[src/rtl/apb_master_bridge.sv]
// ---------------------------------------------------------------------------
// apb_master_bridge
//
// Purpose:
//   Turns a valid/ready command stream into APB4 transfers (SETUP -> ACCESS,
//   waiting on PREADY) and returns the read data / error status on a
//   valid/ready response channel. One transfer is outstanding at a time.
//
// Handshake rule (both channels): a beat moves on a rising PCLK edge where
//   valid and ready are both 1. cmd_ready is 1 only in IDLE; rsp_valid is 1
//   only in RESP and the response stays stable until it is consumed.
//
// Ports:
//   PCLK, PRESET            clock (rising edge), synchronous active-high reset
//   cmd_valid/cmd_ready     command handshake
//   cmd_write               1 = write, 0 = read
//   cmd_addr                byte address, forwarded to PADDR unchanged
//   cmd_wdata, cmd_strb     write data and byte strobes
//   rsp_valid/rsp_ready     response handshake
//   rsp_rdata               read data (0 for writes and timeouts)
//   rsp_err                 PSLVERR of the transfer, or timeout
//   PSEL..PSTRB             APB master-side outputs
//   PRDATA, PREADY, PSLVERR APB slave-side inputs
//   state_dbg               one-hot FSM state (IDLE=0001 SETUP=0010
//                           ACCESS=0100 RESP=1000)
//
// Configuration:
//   APB_TIMEOUT_EN  when defined, ACCESS is abandoned after TIMEOUT_CYCLES
//                   cycles without PREADY and an error response is returned.
//                   When undefined, ACCESS waits for PREADY indefinitely.
// ---------------------------------------------------------------------------
module apb_master_bridge #(
    parameter int DATA_WIDTH     = 32,
    parameter int ADDR_WIDTH     = 32,
    parameter int NBYTES         = DATA_WIDTH / 8,
    parameter int TIMEOUT_CYCLES = 16
) (
    input  logic                  PCLK,
    input  logic                  PRESET,
    input  logic                  cmd_valid,
    output logic                  cmd_ready,
    input  logic                  cmd_write,
    input  logic [ADDR_WIDTH-1:0] cmd_addr,
    input  logic [DATA_WIDTH-1:0] cmd_wdata,
    input  logic [NBYTES-1:0]     cmd_strb,
    output logic                  rsp_valid,
    input  logic                  rsp_ready,
    output logic [DATA_WIDTH-1:0] rsp_rdata,
    output logic                  rsp_err,
    output logic                  PSEL,
    output logic                  PENABLE,
    output logic                  PWRITE,
    output logic [ADDR_WIDTH-1:0] PADDR,
    output logic [DATA_WIDTH-1:0] PWDATA,
    output logic [NBYTES-1:0]     PSTRB,
    input  logic [DATA_WIDTH-1:0] PRDATA,
    input  logic                  PREADY,
    input  logic                  PSLVERR,
    output logic [3:0]            state_dbg
);

    typedef enum logic [3:0] {
        IDLE   = 4'b0001,
        SETUP  = 4'b0010,
        ACCESS = 4'b0100,
        RESP   = 4'b1000
    } state_t;

    state_t state;

    // The wait counter is 8 bits wide, so the timeout must fit in 1..255.
    if ((TIMEOUT_CYCLES < 1) || (TIMEOUT_CYCLES > 255)) begin : g_timeout_range
        $error("apb_master_bridge: TIMEOUT_CYCLES must be in 1..255");
    end

`ifdef APB_TIMEOUT_EN
    localparam logic [7:0] WAIT_LAST = 8'(TIMEOUT_CYCLES - 1);
    logic [7:0] wait_cnt;
`endif

    assign state_dbg = state;

    always_ff @(posedge PCLK) begin
        if (PRESET) begin
            state     <= IDLE;
            cmd_ready <= 1'b1;
            rsp_valid <= 1'b0;
            rsp_rdata <= '0;
            rsp_err   <= 1'b0;
            PSEL      <= 1'b0;
            PENABLE   <= 1'b0;
            PWRITE    <= 1'b0;
            PADDR     <= '0;
            PWDATA    <= '0;
            PSTRB     <= '0;
`ifdef APB_TIMEOUT_EN
            wait_cnt  <= '0;
`endif
        end else begin
            case (state)
                IDLE: begin
                    // cmd_ready is 1 throughout IDLE, so cmd_valid alone
                    // completes the handshake here.
                    if (cmd_valid) begin
                        PADDR     <= cmd_addr;
                        PWRITE    <= cmd_write;
                        PWDATA    <= cmd_wdata;
                        PSTRB     <= cmd_write ? cmd_strb : '0;
                        PSEL      <= 1'b1;
                        cmd_ready <= 1'b0;
                        state     <= SETUP;
                    end
                end

                SETUP: begin
                    PENABLE <= 1'b1;
                    state   <= ACCESS;
`ifdef APB_TIMEOUT_EN
                    wait_cnt <= '0;
`endif
                end

                ACCESS: begin
                    // A ready slave always wins over a timeout in the same cycle.
                    if (PREADY) begin
                        rsp_rdata <= PWRITE ? '0 : PRDATA;
                        rsp_err   <= PSLVERR;
                        rsp_valid <= 1'b1;
                        PSEL      <= 1'b0;
                        PENABLE   <= 1'b0;
                        state     <= RESP;
                    end
`ifdef APB_TIMEOUT_EN
                    else if (wait_cnt == WAIT_LAST) begin
                        rsp_rdata <= '0;
                        rsp_err   <= 1'b1;
                        rsp_valid <= 1'b1;
                        PSEL      <= 1'b0;
                        PENABLE   <= 1'b0;
                        state     <= RESP;
                    end else begin
                        wait_cnt <= wait_cnt + 8'd1;
                    end
`endif
                end

                RESP: begin
                    if (rsp_ready) begin
                        rsp_valid <= 1'b0;
                        cmd_ready <= 1'b1;
                        state     <= IDLE;
                    end
                end

                default: begin
                    state     <= IDLE;
                    cmd_ready <= 1'b1;
                    rsp_valid <= 1'b0;
                    PSEL      <= 1'b0;
                    PENABLE   <= 1'b0;
                end
            endcase
        end
    end

endmodule

[config.mk]
export PLATFORM = sky130hd
export DESIGN_NAME = apb_master_bridge
export DESIGN_NICKNAME = d
export VERILOG_FILES = /design/src/rtl/apb_master_bridge.sv
export SDC_FILE = /design/constraint.sdc
export NUM_CORES = 1
export LEC_CHECK = 0
export BUFFER_PORTS_ARGS = -buffer_cell sky130_fd_sc_hd__buf_2
export CORE_UTILIZATION = 25
export DETAILED_ROUTE_END_ITERATION = 6
export PLACE_DENSITY_LB_ADDON = 0.12
export SKIP_LAST_GASP = 1
export SYNTH_ARGS = -nofsm -noshare
export SYNTH_HDL_FRONTEND = slang
export SYNTH_SLANG_ARGS = --single-unit
export TNS_END_PERCENT = 1
[constraint.sdc]
create_clock -name PCLK -period 3.15 [get_ports PCLK]
set_input_delay 0 -clock PCLK [delete_from_list [all_inputs] [get_ports PCLK]]
set_output_delay 0 -clock PCLK [all_outputs]
set_load 0.02 [all_outputs]
### Word-level counts from Yosys, hierarchy flattened

Cells that the tools add are included.

| operators by class | value |
|---|---|
| equality and inequality tests | 7 |
| mux-type cells | 16 |
| bitwise operators | 4 |
| reduce and logical (&&, ||, !) cells | 11 |

Operator list:

| cell | number |
|---|---|
| 32-bit 2-to-1 mux | 1 |
| 4-bit 2-to-1 mux | 4 |
| 4-bit case mux with 4 select lines | 1 |
| 1-bit case mux with 3 select lines | 4 |
| 3-bit AND reduction | 4 |
| 2-bit OR reduction | 4 |
| 1-bit 2-to-1 mux | 6 |
| 2-bit inequality test, second input constant | 3 |
| 2-bit AND reduction | 3 |
| 4-bit by 1-bit equality test with 1-bit output, second input constant | 1 |
| 4-bit by 2-bit equality test with 1-bit output, second input constant | 1 |
| 4-bit by 3-bit equality test with 1-bit output, second input constant | 1 |
| 4-bit equality test, second input constant | 1 |
| 1-bit inverter | 4 |

| storage, ports and cells | value |
|---|---|
| bits in registers | 110 |
| input port bits | 107 |
| output and inout bits | 110 |

### Logic depth before layout (Yosys ltp)

| logic depth | value |
|---|---|
| depth after elaboration | 4 |
| mapped depth | 7 |
| depth with buffers taken out | 4 |

### Worst setup path before layout

OpenSTA, ideal clock, no wires.

| path | value |
|---|---|
| kind | reg2reg |
| from | register state[2], in the netlist state_dbg[2] |
| to | register rsp_rdata[10] |
| setup time | 0.132 ns |
| data arrival time | 1.529 ns |
| required time | 3.018 ns |
| setup slack | 1.489 ns |
| cell stages (with the launch flop) | 7 |
| path buffers | 2 |
| cell sequence | dfxtp_1 -> nand2b_2 -> or4b_1 -> buf_2 -> buf_6 -> nand2_1 -> a21oi_1 |

| on the way | value |
|---|---|
| word-level cells in the longest chain between the ends | 2 |

Ends and longest elaborated chain:

| what | RTL line | source |
|---|---|---|
| start, declared | 69 | `state_t state;` |
| start signal, assigned | 85 | `state <= IDLE;` |
| start signal, assigned | 111 | `state <= SETUP;` |
| start signal, assigned | 117 | `state <= ACCESS;` |
| 4-bit by 3-bit equality test with 1-bit output | 100 | `case (state)` |
| 2-bit AND reduction (no source line) | n/a |  |
| end signal, assigned | 126 | `rsp_rdata <= PWRITE ? '0 : PRDATA;` |
| end, declared | 48 | `output logic [DATA_WIDTH-1:0] rsp_rdata,` |

No other way between the ends.
A chain may end at the register's enable or synchronous reset.

### Final worst setup path

| path | value |
|---|---|
| from | register state[2], in the netlist state_dbg[2] |
| to | register PSTRB[0] |

| on the way | value |
|---|---|
| word-level cells in the longest chain between the ends | 2 |

Ends and longest elaborated chain:

| what | RTL line | source |
|---|---|---|
| 4-bit by 1-bit equality test with 1-bit output | 100 |  |
| 2-bit AND reduction (no source line) | n/a |  |
| end signal, assigned | 108 | `PSTRB <= cmd_write ? cmd_strb : '0;` |
| end, declared | 55 | `output logic [NBYTES-1:0] PSTRB,` |

No other way between the ends.

==> reports/qor.txt <==
Outcome: finished clean
Pwr Density: 481 nW/um^2
Setup slack, reg-to-reg: 0.75 ns
Die area: 17100 um^2
Vias in the first global route: 4127
Crit. End Element: register
Clk Latency, worst-skew pair: 0.35 ns
Total Wirelength: 13100 um
Post-CTS setup repair buffer count: 0
Worst VDD drop: 0.222 mV
Via count: 4505
Max cap viols: 0
Drt wl/cell: 12.8 um
Cts repair resizes: 0
Tcrit/Tclk final: 76.3%
Yosys reg bits: 110
Fillers: 1602
Fin crit period: 2.40 ns
Iteration-0 DRC Markers: 180
Die Wd: 131 um
I/O Pins: 217
RSZ-0062 raised after global routing: false
DPL Wire Length: 8150 um
CTS Buffer Depth: 2
Multi-input gate area: 1730 um^2
Initial Utilization: 25.8%
Critical path arrival: 2.68 ns
Worst-path clk slew: 0.08 ns
Worst Tran Pin Value: 1.18 ns
Crit path required time: 3.43 ns
Core area: 16100 um^2
WP depth: 6
Ys async rst share: 0%
Sequential share of the synthesized area: 53.1%
Final RePlAce weighted congestion: 0.769
Most common cell after layout, fill and taps aside: buf_2
P&R area growth vs syn: 61.9%
Clk sinks: 110
Global-route wire length before repair: 19800 um
Num rows: 46
DR vias/cell: 4.38
Synth warn: 0
CTS tree: built
Final TNS setup: 0 ns
Slowest CP cell: dlygate4sd3_1
Register area: 2200 um^2
Crit Path Category: register to register
Hold Path Depth: 4
Antenna violations before repair: 1
Synth unique cells: 37
End-of-flow core utilization: 41.8%
N_diodes: 0
Gr usage total: 14.8%
Startpoint types: register
Most frequent cells in the layout: buf_2 (215), nand2_1 (168), dfxtp_1 (110)
Slew margin rel.: 21.1%
Post-Synthesis Net Count: 617
Fin. Hold Viols: 0
Layout Nets: 914
DR pass1 iterations: 4
Wire length on met2: 6010 um
Buffers on Ports: 216
DR top layer: met5
Gr ovfl total: 0
Met3 WL post-DR: 1060 um
Metal-1 WL: 5850 um
Leakage: 2.93 nW
Htree depth: 3
Fraction of layout cells with a size suffix above 1: 29.7%
Crit-path max cell delay: 0.57 ns
Final setup fails: 0
Max Fclk: 0.416 GHz
Most used DFF post-synth: dfxtp_1
Cells after synthesis: 510
Slew Limit Fails: 0
WP buf/inv: 2
Hold WC Path Type: input port to register
DRT antenna net count: 0
Avg Cell Area, Syn: 8.13 um^2
DRC viols: 0
Crit-path cells: nor2_1 -> and4_2 -> buf_12 -> nand3_1 -> dlygate4sd3_1 -> a21oi_1
Worst r2r path cells: 6
Die Y: 131 um
Root buf cell: clkbuf_16
Clock buffer count from CTS: 9
Largest net degree at the start of global routing: 71
Skew final: 0.00809 ns
Synthesized area: 4150 um^2
Number of synthesized flops with an enable pin: 0
Crit-path leading delay family: simple AND/OR/NAND/NOR gates
CP max FO: 69
path summary, 6_finish.rpt:
kind / from / endpoint
min: rsp_ready / cmd_ready$_SDFFE_PP1P_
max: state_dbg[2]$_SDFFE_PP0P_ / PSTRB[0]$_SDFFE_PP0P_
min reg2reg: rsp_rdata[23]$_SDFFE_PP0P_ / rsp_rdata[23]$_SDFFE_PP0P_
max reg2reg: state_dbg[2]$_SDFFE_PP0P_ / PSTRB[0]$_SDFFE_PP0P_
flip-flops by register name, summed over array words and instances, names as in the netlist, 4 cells and up:
register / count
rsp_rdata: 32
PSTRB: 4
state_dbg: 4
PADDR: 32
PWDATA: 32
stage by stage:
stage / total power, mW / instances / cell area, um^2 / setup slack, ns / hold WS [ns]
finish: 3.23 / 1028 / 6710 / 0.747 / 0.0296
floorplan: 1.86 / 510 / 4150 / 1.49 / 0.112
global route: 3.41 / 1028 / 6710 / 0.583 / 0.0540
CTS: 3.30 / 1028 / 6710 / 0.765 / 0.00586
global placement: 2.07 / 905 / 5360 / 0.893 / 0.240
detailed placement: 2.08 / 905 / 5360 / 0.818 / 0.245
Yosys cell counts (2+ instances only):
library cell,number,area [um^2]
nand2_1,168,631
inv_1,3,11.3
nor4_1,3,18.8
dfxtp_1,110,2200
nand2b_1,2,12.5
a21o_1,2,15.0
buf_2,12,60.1
buf_6,3,33.8
a21oi_1,106,531
clkbuf_1,23,86.3
nand3_1,7,35.0
a31oi_1,2,12.5
nor2_1,8,30.0
nor3_1,2,10.0
o21ai_0,3,15.0
buf_4,2,15.0
buf_1,2,7.51
nor3b_1,2,15.0
nand3b_1,32,240
timing repair:
item / CTS / global route
endpoints found under the setup margin: 0 / 0
hold buffers: 107 / 0
hold endpoints to repair: 103 / 0
tightest hold or removal path, delay by kind of cell:
kind,cells,cell delay (ns)
AND/OR/NAND/NOR,3,0.22
buffers and inverters,1,0.09
metal layers:
layer	GRT usage, %	up-vias
met2	24.2	156
met5	0	-
li1	-	2290
met4	6.29	2
met3	4.72	16
met1	17.7	2041
kinds of logic (layout without fill, tap and decap cells):
logic type                Yosys count  after routing  synth area share [%]
xor gates and xnor gates            1              1                 0.211
DFF                               110            110                  53.1
buffers and inverters              45            347                  5.16
AOI/OAI and AO/OA                 123            123                  15.8
muxes                               1              1                 0.272
and+or+nand+nor                   230            230                  25.5
power by group:
part	switching (mW)	internal, mW	total (mW)
sequential	0.0507	1.47	1.52
clock	0.538	0.547	1.09
combinational	0.343	0.280	0.623
layout make-up:
class / instances / share of cell area, %
multi-input cells: 355 / 25.8
clock inverters: 7 / 0.820
inverters: 3 / 0.168
repair buffers: 328 / 33.0
clock buffers: 9 / 3.36
flip-flops and latches: 110 / 32.8
well taps: 216 / 4.03
No activity file was read; power rests on OpenSTA's default activity.
